==> config.mk <==
export PLATFORM = sky130hd
export DESIGN_NAME = lsu_byte_master
export DESIGN_NICKNAME = d
export VERILOG_FILES = /design/src/rtl/lsu_byte_master.sv
export SDC_FILE = /design/constraint.sdc
export NUM_CORES = 1
export LEC_CHECK = 0
export ABC_AREA = 1
export CELL_PAD_IN_SITES_DETAIL_PLACEMENT = 0
export CELL_PAD_IN_SITES_GLOBAL_PLACEMENT = 1
export CORE_AREA = 2 2 153 155
export DETAILED_ROUTE_END_ITERATION = 12
export DIE_AREA = 0 0 155 157
export PLACE_DENSITY_LB_ADDON = 0.12
export SLEW_MARGIN = 15
export SYNTH_ARGS = -nofsm -noshare
export SYNTH_HDL_FRONTEND = slang
export SYNTH_SLANG_ARGS = --single-unit
export TNS_END_PERCENT = 5
==> constraint.sdc <==
create_clock -name clk -period 3.4 [get_ports clk]
set_clock_uncertainty 0.05 [all_clocks]
set_input_delay 0.68 -clock clk [delete_from_list [all_inputs] [get_ports clk]]
set_output_delay 0.68 -clock clk [all_outputs]
set_load 0.05 [all_outputs]
==> src/rtl/lsu_byte_master.sv <==
// lsu_byte_master
// Load/store initiator sitting between the pipeline memory stage and a
// byte-wide synchronous data RAM. One request is accepted at a time and is
// split into 1, 2 or 4 sequential byte accesses. Byte order is big-endian:
// the lowest address holds the most significant byte. Load data is assembled
// and sign/zero extended into a single response. A legal load from TRIG_ADDR
// returns the external trigger bit instead of touching RAM.
//
// Ports
//   clk, rst_n                 clock (rising edge), async active-low reset
//   req_valid/req_ready        request handshake (ready only while IDLE)
//   req_we, req_mode           store/load select, access size/extension mode
//   req_addr, req_wdata        byte address, store data (low 8*N bits used)
//   resp_valid                 one-cycle completion pulse
//   resp_rdata, resp_err       extended load data, illegal-mode flag
//   trigger                    external status bit for TRIG_ADDR loads
//   mem_en/mem_we              RAM strobe and write enable
//   mem_addr/mem_wdata         RAM byte address and write byte
//   mem_rdata                  RAM read byte, valid the cycle after a strobe
module lsu_byte_master #(
    parameter int                 WIDTH     = 32,
    parameter int                 MEM_AW    = 17,
    parameter logic [WIDTH-1:0]   TRIG_ADDR = 32'h100
) (
    input  logic              clk,
    input  logic              rst_n,
    input  logic              req_valid,
    output logic              req_ready,
    input  logic              req_we,
    input  logic [2:0]        req_mode,
    input  logic [WIDTH-1:0]  req_addr,
    input  logic [WIDTH-1:0]  req_wdata,
    output logic              resp_valid,
    output logic [WIDTH-1:0]  resp_rdata,
    output logic              resp_err,
    input  logic              trigger,
    output logic              mem_en,
    output logic              mem_we,
    output logic [MEM_AW-1:0] mem_addr,
    output logic [7:0]        mem_wdata,
    input  logic [7:0]        mem_rdata
);

    typedef enum logic [1:0] {
        IDLE  = 2'd0,
        ISSUE = 2'd1,
        DRAIN = 2'd2,
        RESP  = 2'd3
    } state_t;

    state_t             state_r;
    state_t             state_next_s;
    logic               req_ready_r;
    logic [1:0]         cnt_r;
    logic [1:0]         last_r;
    logic               we_r;
    logic [2:0]         mode_r;
    logic [31:0]        wsh_r;
    logic [31:0]        asm_r;
    logic               mem_en_r;
    logic               mem_we_r;
    logic [MEM_AW-1:0]  mem_addr_r;
    logic [7:0]         mem_wdata_r;
    logic               resp_valid_r;
    logic [WIDTH-1:0]   resp_rdata_r;
    logic               resp_err_r;

    logic               accept_s;
    logic               legal_s;
    logic               trig_s;
    logic [31:0]        wsh_s;
    logic [31:0]        asm_full_s;

    // Legal access modes: word, half, byte, unsigned half, unsigned byte.
    function automatic logic mode_legal(input logic [2:0] mode);
        case (mode)
            3'b001, 3'b010, 3'b011, 3'b100, 3'b101: mode_legal = 1'b1;
            default:                                mode_legal = 1'b0;
        endcase
    endfunction

    // Index of the last byte access (N-1).
    function automatic logic [1:0] last_idx(input logic [2:0] mode);
        case (mode)
            3'b001:         last_idx = 2'd3;
            3'b010, 3'b100: last_idx = 2'd1;
            default:        last_idx = 2'd0;
        endcase
    endfunction

    // Left-align the N store bytes so the most significant one sits in [31:24].
    function automatic logic [31:0] store_align(input logic [2:0] mode, input logic [31:0] wd);
        case (mode)
            3'b001:         store_align = wd;
            3'b010, 3'b100: store_align = {wd[15:0], 16'h0000};
            default:        store_align = {wd[7:0], 24'h000000};
        endcase
    endfunction

    // Sign/zero extension of the assembled big-endian load value.
    function automatic logic [WIDTH-1:0] load_extend(input logic [2:0] mode, input logic [31:0] v);
        case (mode)
            3'b001:  load_extend = WIDTH'(v);
            3'b010:  load_extend = WIDTH'($signed(v[15:0]));
            3'b011:  load_extend = WIDTH'($signed(v[7:0]));
            3'b100:  load_extend = WIDTH'(v[15:0]);
            3'b101:  load_extend = WIDTH'(v[7:0]);
            default: load_extend = {WIDTH{1'b0}};
        endcase
    endfunction

    assign accept_s   = req_valid && req_ready_r && (state_r == IDLE);
    assign legal_s    = mode_legal(req_mode);
    assign trig_s     = legal_s && !req_we && (req_addr == TRIG_ADDR);
    assign wsh_s      = store_align(req_mode, req_wdata[31:0]);
    // The byte arriving this cycle completes the shift into the assembly register.
    assign asm_full_s = {asm_r[23:0], mem_rdata};

    // Next-state decode for the request sequencer.
    always_comb begin
        state_next_s = state_r;
        case (state_r)
            IDLE: begin
                if (accept_s) begin
                    if (!legal_s || trig_s) begin
                        state_next_s = RESP;
                    end else begin
                        state_next_s = ISSUE;
                    end
                end else begin
                    state_next_s = IDLE;
                end
            end
            ISSUE: begin
                if (cnt_r == last_r) begin
                    state_next_s = we_r ? RESP : DRAIN;
                end else begin
                    state_next_s = ISSUE;
                end
            end
            DRAIN:   state_next_s = RESP;
            RESP:    state_next_s = IDLE;
            default: state_next_s = IDLE;
        endcase
    end

    // State register plus registered datapath and all registered outputs.
    always_ff @(posedge clk or negedge rst_n) begin
        if (!rst_n) begin
            state_r      <= IDLE;
            req_ready_r  <= 1'b1;
            cnt_r        <= 2'd0;
            last_r       <= 2'd0;
            we_r         <= 1'b0;
            mode_r       <= 3'b000;
            wsh_r        <= 32'h0000_0000;
            asm_r        <= 32'h0000_0000;
            mem_en_r     <= 1'b0;
            mem_we_r     <= 1'b0;
            mem_addr_r   <= {MEM_AW{1'b0}};
            mem_wdata_r  <= 8'h00;
            resp_valid_r <= 1'b0;
            resp_rdata_r <= {WIDTH{1'b0}};
            resp_err_r   <= 1'b0;
        end else begin
            state_r      <= state_next_s;
            req_ready_r  <= (state_next_s == IDLE);
            resp_valid_r <= 1'b0;
            mem_en_r     <= 1'b0;
            mem_we_r     <= 1'b0;
            case (state_r)
                IDLE: begin
                    if (accept_s) begin
                        we_r   <= req_we;
                        mode_r <= req_mode;
                        last_r <= last_idx(req_mode);
                        cnt_r  <= 2'd0;
                        asm_r  <= 32'h0000_0000;
                        if (!legal_s) begin
                            resp_valid_r <= 1'b1;
                            resp_err_r   <= 1'b1;
                            resp_rdata_r <= {WIDTH{1'b0}};
                        end else if (trig_s) begin
                            resp_valid_r <= 1'b1;
                            resp_err_r   <= 1'b0;
                            resp_rdata_r <= {{(WIDTH-1){1'b0}}, trigger};
                        end else begin
                            mem_en_r    <= 1'b1;
                            mem_we_r    <= req_we;
                            mem_addr_r  <= req_addr[MEM_AW-1:0];
                            mem_wdata_r <= wsh_s[31:24];
                            wsh_r       <= {wsh_s[23:0], 8'h00};
                        end
                    end
                end
                ISSUE: begin
                    // From the second access on, the previous strobe's data is on mem_rdata.
                    if ((cnt_r != 2'd0) && !we_r) begin
                        asm_r <= asm_full_s;
                    end
                    if (cnt_r == last_r) begin
                        if (we_r) begin
                            resp_valid_r <= 1'b1;
                            resp_err_r   <= 1'b0;
                            resp_rdata_r <= {WIDTH{1'b0}};
                        end
                    end else begin
                        cnt_r       <= cnt_r + 2'd1;
                        mem_en_r    <= 1'b1;
                        mem_we_r    <= we_r;
                        mem_addr_r  <= mem_addr_r + {{(MEM_AW-1){1'b0}}, 1'b1};
                        mem_wdata_r <= wsh_r[31:24];
                        wsh_r       <= {wsh_r[23:0], 8'h00};
                    end
                end
                DRAIN: begin
                    asm_r        <= asm_full_s;
                    resp_valid_r <= 1'b1;
                    resp_err_r   <= 1'b0;
                    resp_rdata_r <= load_extend(mode_r, asm_full_s);
                end
                RESP: begin
                    cnt_r <= 2'd0;
                end
                default: begin
                    cnt_r <= 2'd0;
                end
            endcase
        end
    end

    assign req_ready  = req_ready_r;
    assign resp_valid = resp_valid_r;
    assign resp_rdata = resp_rdata_r;
    assign resp_err   = resp_err_r;
    assign mem_en     = mem_en_r;
    assign mem_we     = mem_we_r;
    assign mem_addr   = mem_addr_r;
    assign mem_wdata  = mem_wdata_r;

endmodule

### Yosys cells after proc, flatten, opt, wreduce, memory -nomap -nowiden

Cells that the tools add are included.

| word-level totals | value |
|---|---|
| bits in registers | 128 |
| logic and storage cells | 120 |
| output and inout port bits | 62 |

| operators by class | value |
|---|---|
| muxes and demuxes | 58 |
| reductions and logical operators | 22 |
| $add $sub $neg | 2 |
| equal/unequal tests | 23 |

Operator list:

| cell | number |
|---|---|
| $mux W32 | 9 |
| $pmux W32 S5 | 1 |
| $pmux W32 S2 | 2 |
| $pmux W32 S3 | 1 |
| $pmux W24 S3 | 1 |
| $mux W17 | 4 |
| $mux W24 | 2 |
| $pmux W17 S2 | 1 |
| $eq A32 B9 Y1 const B | 1 |
| $mux W8 | 4 |
| $mux W1 | 20 |
| $add A17 B1 Y17 const B | 1 |
| $pmux W8 S2 | 1 |
| $ne A2 B2 Y1 const B | 7 |
| $eq A3 B2 Y1 const B | 4 |
| $eq A3 B3 Y1 const B | 4 |
| $mux W2 | 5 |
| $reduce_and A5 Y1 | 2 |
| $pmux W2 S4 | 1 |
| $eq A3 B1 Y1 const B | 2 |
| $pmux W1 S3 | 2 |
| $pmux W2 S3 | 1 |
| $reduce_and A3 Y1 | 2 |
| $reduce_bool A3 Y1 | 2 |
| 15 further kinds | 25 |

### Longest topological paths before layout

| depth | value |
|---|---|
| word-level depth | 10 |
| mapped depth | 13 |
| mapped depth without buffers | 11 |

### Worst setup path after synthesis

No wires, ideal clock.

| path | value |
|---|---|
| path kind | in2reg |
| start point | input req_mode[2] |
| end point | register mem_addr_r[14], in the netlist mem_addr[14] |
| arrival | 1.885 ns |
| required time | 3.230 ns |
| buffers on the path | 2 |
| stages | 11 |
| setup slack | 1.346 ns |
| cells stage by stage | nor2_1 -> nand2_1 -> o21ai_1 -> inv_2 -> o21bai_1 -> nand2_2 -> nand2_1 -> buf_6 -> buf_6 -> nand2_1 -> nand2_1 |

| on the way | value |
|---|---|
| word-level cells in the longest chain between the ends | 7 |
| elaborated cells on any way between the ends | 12 |
| classes of those cells | eq/ne (7); mux (1); reduce/logical (4) |

RTL lines:

| element | line | RTL |
|---|---|---|
| start: declaration | 30 | `input logic [2:0] req_mode,` |
| $eq A3 B2 Y1, or another cell as far along | 76 | `case (mode)` |
| $reduce_or A5 Y1 * | 76 |  |
| $mux W1 * | 76 |  |
| $logic_and A1 B1 Y1 (2 in a row) | 114 | `assign trig_s = legal_s && !req_we && (req_addr == TRIG_ADDR);` |
| $ne A2 B2 Y1 (no line) | n/a |  |
| $reduce_and A5 Y1 (no line) * | n/a |  |
| end signal: assignment | 160 | `mem_addr_r <= {MEM_AW{1'b0}};` |
| end signal: assignment | 190 | `mem_addr_r <= req_addr[MEM_AW-1:0];` |
| end signal: assignment | 211 | `mem_addr_r <= mem_addr_r + {{(MEM_AW-1){1'b0}}, 1'b1};` |
| end: declaration | 62 | `logic [MEM_AW-1:0] mem_addr_r;` |

Mark *: on every way between the ends. The rest lies on a longest branch, timed or not.
A chain may end at the register's enable or synchronous reset.

### Worst setup path after layout

| path | value |
|---|---|
| start point | register mem_addr_r[0], in the netlist mem_addr[0] |
| end point | output mem_addr[0] |

RTL lines:

| element | line | RTL |
|---|---|---|
| end: declaration | 39 | `output logic [MEM_AW-1:0] mem_addr,` |

No word-level cell between the ends.

==> impl_results.md <==
* Setup repair after global routing missed its margin: false
* Total power density per cell area at approximately 890 nW/µm²
* Final hold violations at 0
* Total number of clock tree sinks at between 100 and 150
* Reg2Reg Setup Slack at 0.99 ns
* Top achievable clock speed at ~390 MHz
* Main combinational cell family by area after synthesis: simple AND/OR/NAND/NOR gates
* Most common cell after layout, fill and taps aside: sky130_fd_sc_hd__nand2_1
* Maximum vdd drop at between 500 and 600 µV
* Final Cycle Share at between 70% and 80%
* Compound-gate portion of the synthesized area at roughly 8.3%
* Number of DRC markers after the initial detailed-route iteration at ~270
* DRT Wirelength at 20.9 mm
* Inserted Clock Buffers at 17
* Flip-flop and latch count after synthesis at 120
* Transition time of the tightest slew-check pin at approximately 0.64 ns
* Number of iterations in the first detailed-routing pass at 4
* TritonCTS clock tree: done
* Count of instances resized after the clock tree is built at 0
* Pin count of the biggest net entering global routing at 50
* Kind of cell with the highest combined delay on the critical path: buffers and inverters
* Vias in the first global route at 6640
* Library cell contributing the largest single delay on the critical path: sky130_fd_sc_hd__clkdlybuf4s50_1
* Antenna violations before repair at 0
* Leak pwr at about 4.6 nW
* Final Util at 40.6%
* Library cell used as clock root buffer: sky130_fd_sc_hd__clkbuf_16
* Top-Level Pins at 142
* DRC viols at 0
* Worst Path Required at around 2.7 ns
* Via-per-instance ratio at 4.65
* Worst-path maximum fanout at 8
* Number of routed nets with antenna violations at 0
* Setup slack of the critical path after layout at ~0.86 ns
* Starting density of the core at 29.9%
* Hold crit path type: input port to async pin
* Post-detailed-placement cell area at between 8000 and 9000 µm²
* Data arrival time of the critical path at around 1.8 ns
* Congestion Overflow GR at 0
* Count of flip-flops with a built-in enable after synthesis at 0
* Outcome: finished, final reports clean
* Capturing element type of the critical path: primary output
* Number of pins exceeding their max-slew limit in the final report at 0
* Synth Net Count at 1058
* WS Path Type: register to primary output
* Worst-Skew Late Latency at 0.42 ns
* Worst path bufs/invs at 1
* Non-Filler Cell Area, Final at slightly above 9000 µm²
* Max transition margin at a little under three fifths
* XOR/XNOR Fraction of Synth Area at less than 1%
* Setup Fix Bufs, Post-CTS at 0
* Number of logic stages on the critical path including buffering at 1
* Count of synthesis-stage warnings from yosys at 0
* NumNets Final at between 1000 and 1500
* Gate Count Post-Synth at around 1000
* Port-buffer cells at about 140
* Worst reg2reg startpoint: state_r[0]
* Die width at ~160 µm
* CTS Hold Buffers Added at 0
* Post-Syn Area at 6720 µm²
* Total half-perimeter wirelength after legalization and detailed placement at roughly 14 mm
* Crit path cell chain: clkdlybuf4s50_1
* Adder and majority gate portion of the synthesized area at ~1.3%
* Distinct cell type count after synthesis at 32
* Fraction of layout cells with a size suffix above 1 at under 10%
* Deepest level of the CTS H-tree at 4
* Placeable Area at about 23000 µm²
* Placer Congestion at between 0.7 and 0.8
* Avg WL per Cell at roughly 15 µm
* Mux share of post-synthesis cell area at 0%
* Synthesized-area fraction occupied by and/or/nand/nor cells at approximately 36%
* Max clock buf depth at 2
* Antenna diodes at 0
* Via count at 6518
* Leading cell types in the layout, fill and taps excluded: sky130_fd_sc_hd__nand2_1 (351), sky130_fd_sc_hd__nand3_1 (140), sky130_fd_sc_hd__clkdlybuf4s50_1 (140)
* Worst setup slack before clock tree synthesis at around 0.7 ns
* Mean area per synthesized cell at 6.92 µm²
* End of the worst register-to-register path: mem_wdata[0]
* Clock transition at the register clock pins on the worst setup and hold paths after CTS at 0.06 ns
* Wire length of the first global-routing pass at between 30 and 40 mm
* Largest stage delay, worst path at 0.87 ns
* Die Footprint at 24300 µm²
* Overall fraction of global-route tracks in use at between 15 and 20%
* Aggregate negative setup slack at 0 ns
* Die Y at about 160 µm
* Final min period at ~2.5 ns
* Maximum capacitance violations at 0
* Top flip-flop cell by instance count after synthesis: sky130_fd_sc_hd__dfrtp_1
* Share of synthesized area occupied by flip-flops and latches at between 40% and 50%
* Number of endpoints failing setup at the final stage at 0
* Worst Reg-to-Reg Cells at 12
* Critical path startpoint category: register
* Synth async-reset ratio at 100%
* Area added between synthesis and finish at 35.9%
* Row cnt at between 50 and 60
## cell type report
class	instances	area, µm²
Clock buffer	21	470
Clock inverter	11	193
Fill cell	2394	13400
Inverter	100	375
Multi-Input combinational cell	702	3110
Sequential cell	120	3000
Tap cell	285	357
Timing Repair Buffer	164	1620
## where the power goes
part | switching (mW) | internal [mW] | leakage (nW)
sequential | 0.373 | 1.86 | 1.61
combinational | 2.67 | 1.15 | 2.63
clock | 0.694 | 1.36 | 0.320
## cell usage after synthesis (3+ instances only)
cell	instances	area, µm²
sky130_fd_sc_hd__nand2_1	351	1320
sky130_fd_sc_hd__nand3_1	140	701
sky130_fd_sc_hd__dfrtp_1	119	2980
sky130_fd_sc_hd__inv_1	93	349
sky130_fd_sc_hd__nor2_1	81	304
sky130_fd_sc_hd__o21ai_0	57	285
sky130_fd_sc_hd__o21ai_1	22	110
sky130_fd_sc_hd__buf_2	20	100
sky130_fd_sc_hd__clkbuf_1	20	75.1
sky130_fd_sc_hd__a21oi_1	13	65.1
sky130_fd_sc_hd__ha_1	7	87.6
sky130_fd_sc_hd__inv_2	7	26.3
sky130_fd_sc_hd__o211ai_1	7	52.6
sky130_fd_sc_hd__buf_1	5	18.8
sky130_fd_sc_hd__nand4_1	4	25.0
sky130_fd_sc_hd__nor3_1	3	15.0
sky130_fd_sc_hd__xor2_1	3	26.3
## state kept, by name, summed over array words and instances (netlist names), 2 cells and up
| signal | count |
|---|---|
| resp_rdata | 32 |
| cnt_r | 2 |
| mem_wdata | 8 |
| mem_addr | 17 |
| wsh_r | 24 |
| mode_r | 3 |
| last_r | 2 |
| state_r | 2 |
| asm_r | 24 |
## logic make-up (layout without fill, tap and decap cells)
logic type | count (synthesis) | count (layout)
and+or+nand+nor | 587 | 587
buffers and inverters | 149 | 296
DFF | 120 | 120
AOI/OAI and AO/OA | 105 | 105
adders and majority gates | 7 | 7
xor gates and xnor gates | 3 | 3
## per-stage QoR
step | hold WS (ns) | cells | power [mW]
3_5_place_dp | 0.408 | 1371 | 6.14
5_1_grt | 0.181 | 1403 | 8.75
6_report | 0.160 | 1403 | 8.11
3_3_place_gp | 0.405 | 1371 | 6.14
4_1_cts | 0.156 | 1403 | 8.24
2_1_floorplan | 0.334 | 971 | 4.84
## routing by layer
layer  part of all wire, %  wire (µm)  vias up  global-route usage, %
li1                      -          -     3346                      -
met1                    46       9540     3049                   22.2
met2                    50      10500      107                   32.1
met3                   3.6        744       16                   3.69
met4                  0.98        206        0                   4.37
met5                     0          0        -                      0
## worst max path at each step
stage	from	to	slack, ns
after global routing	state_r[0]	mem_addr[11]	0.75
after CTS	mem_addr[0]	mem_addr[0]	0.82
after detailed placement	req_valid	mem_wdata[7]	0.70
after floorplan	req_mode[2]	mem_addr[14]	1.35
after global placement	req_valid	mem_wdata[1]	0.74
final	mem_addr[0]	mem_addr[0]	0.86
No activity file was read; power rests on OpenSTA's default activity.
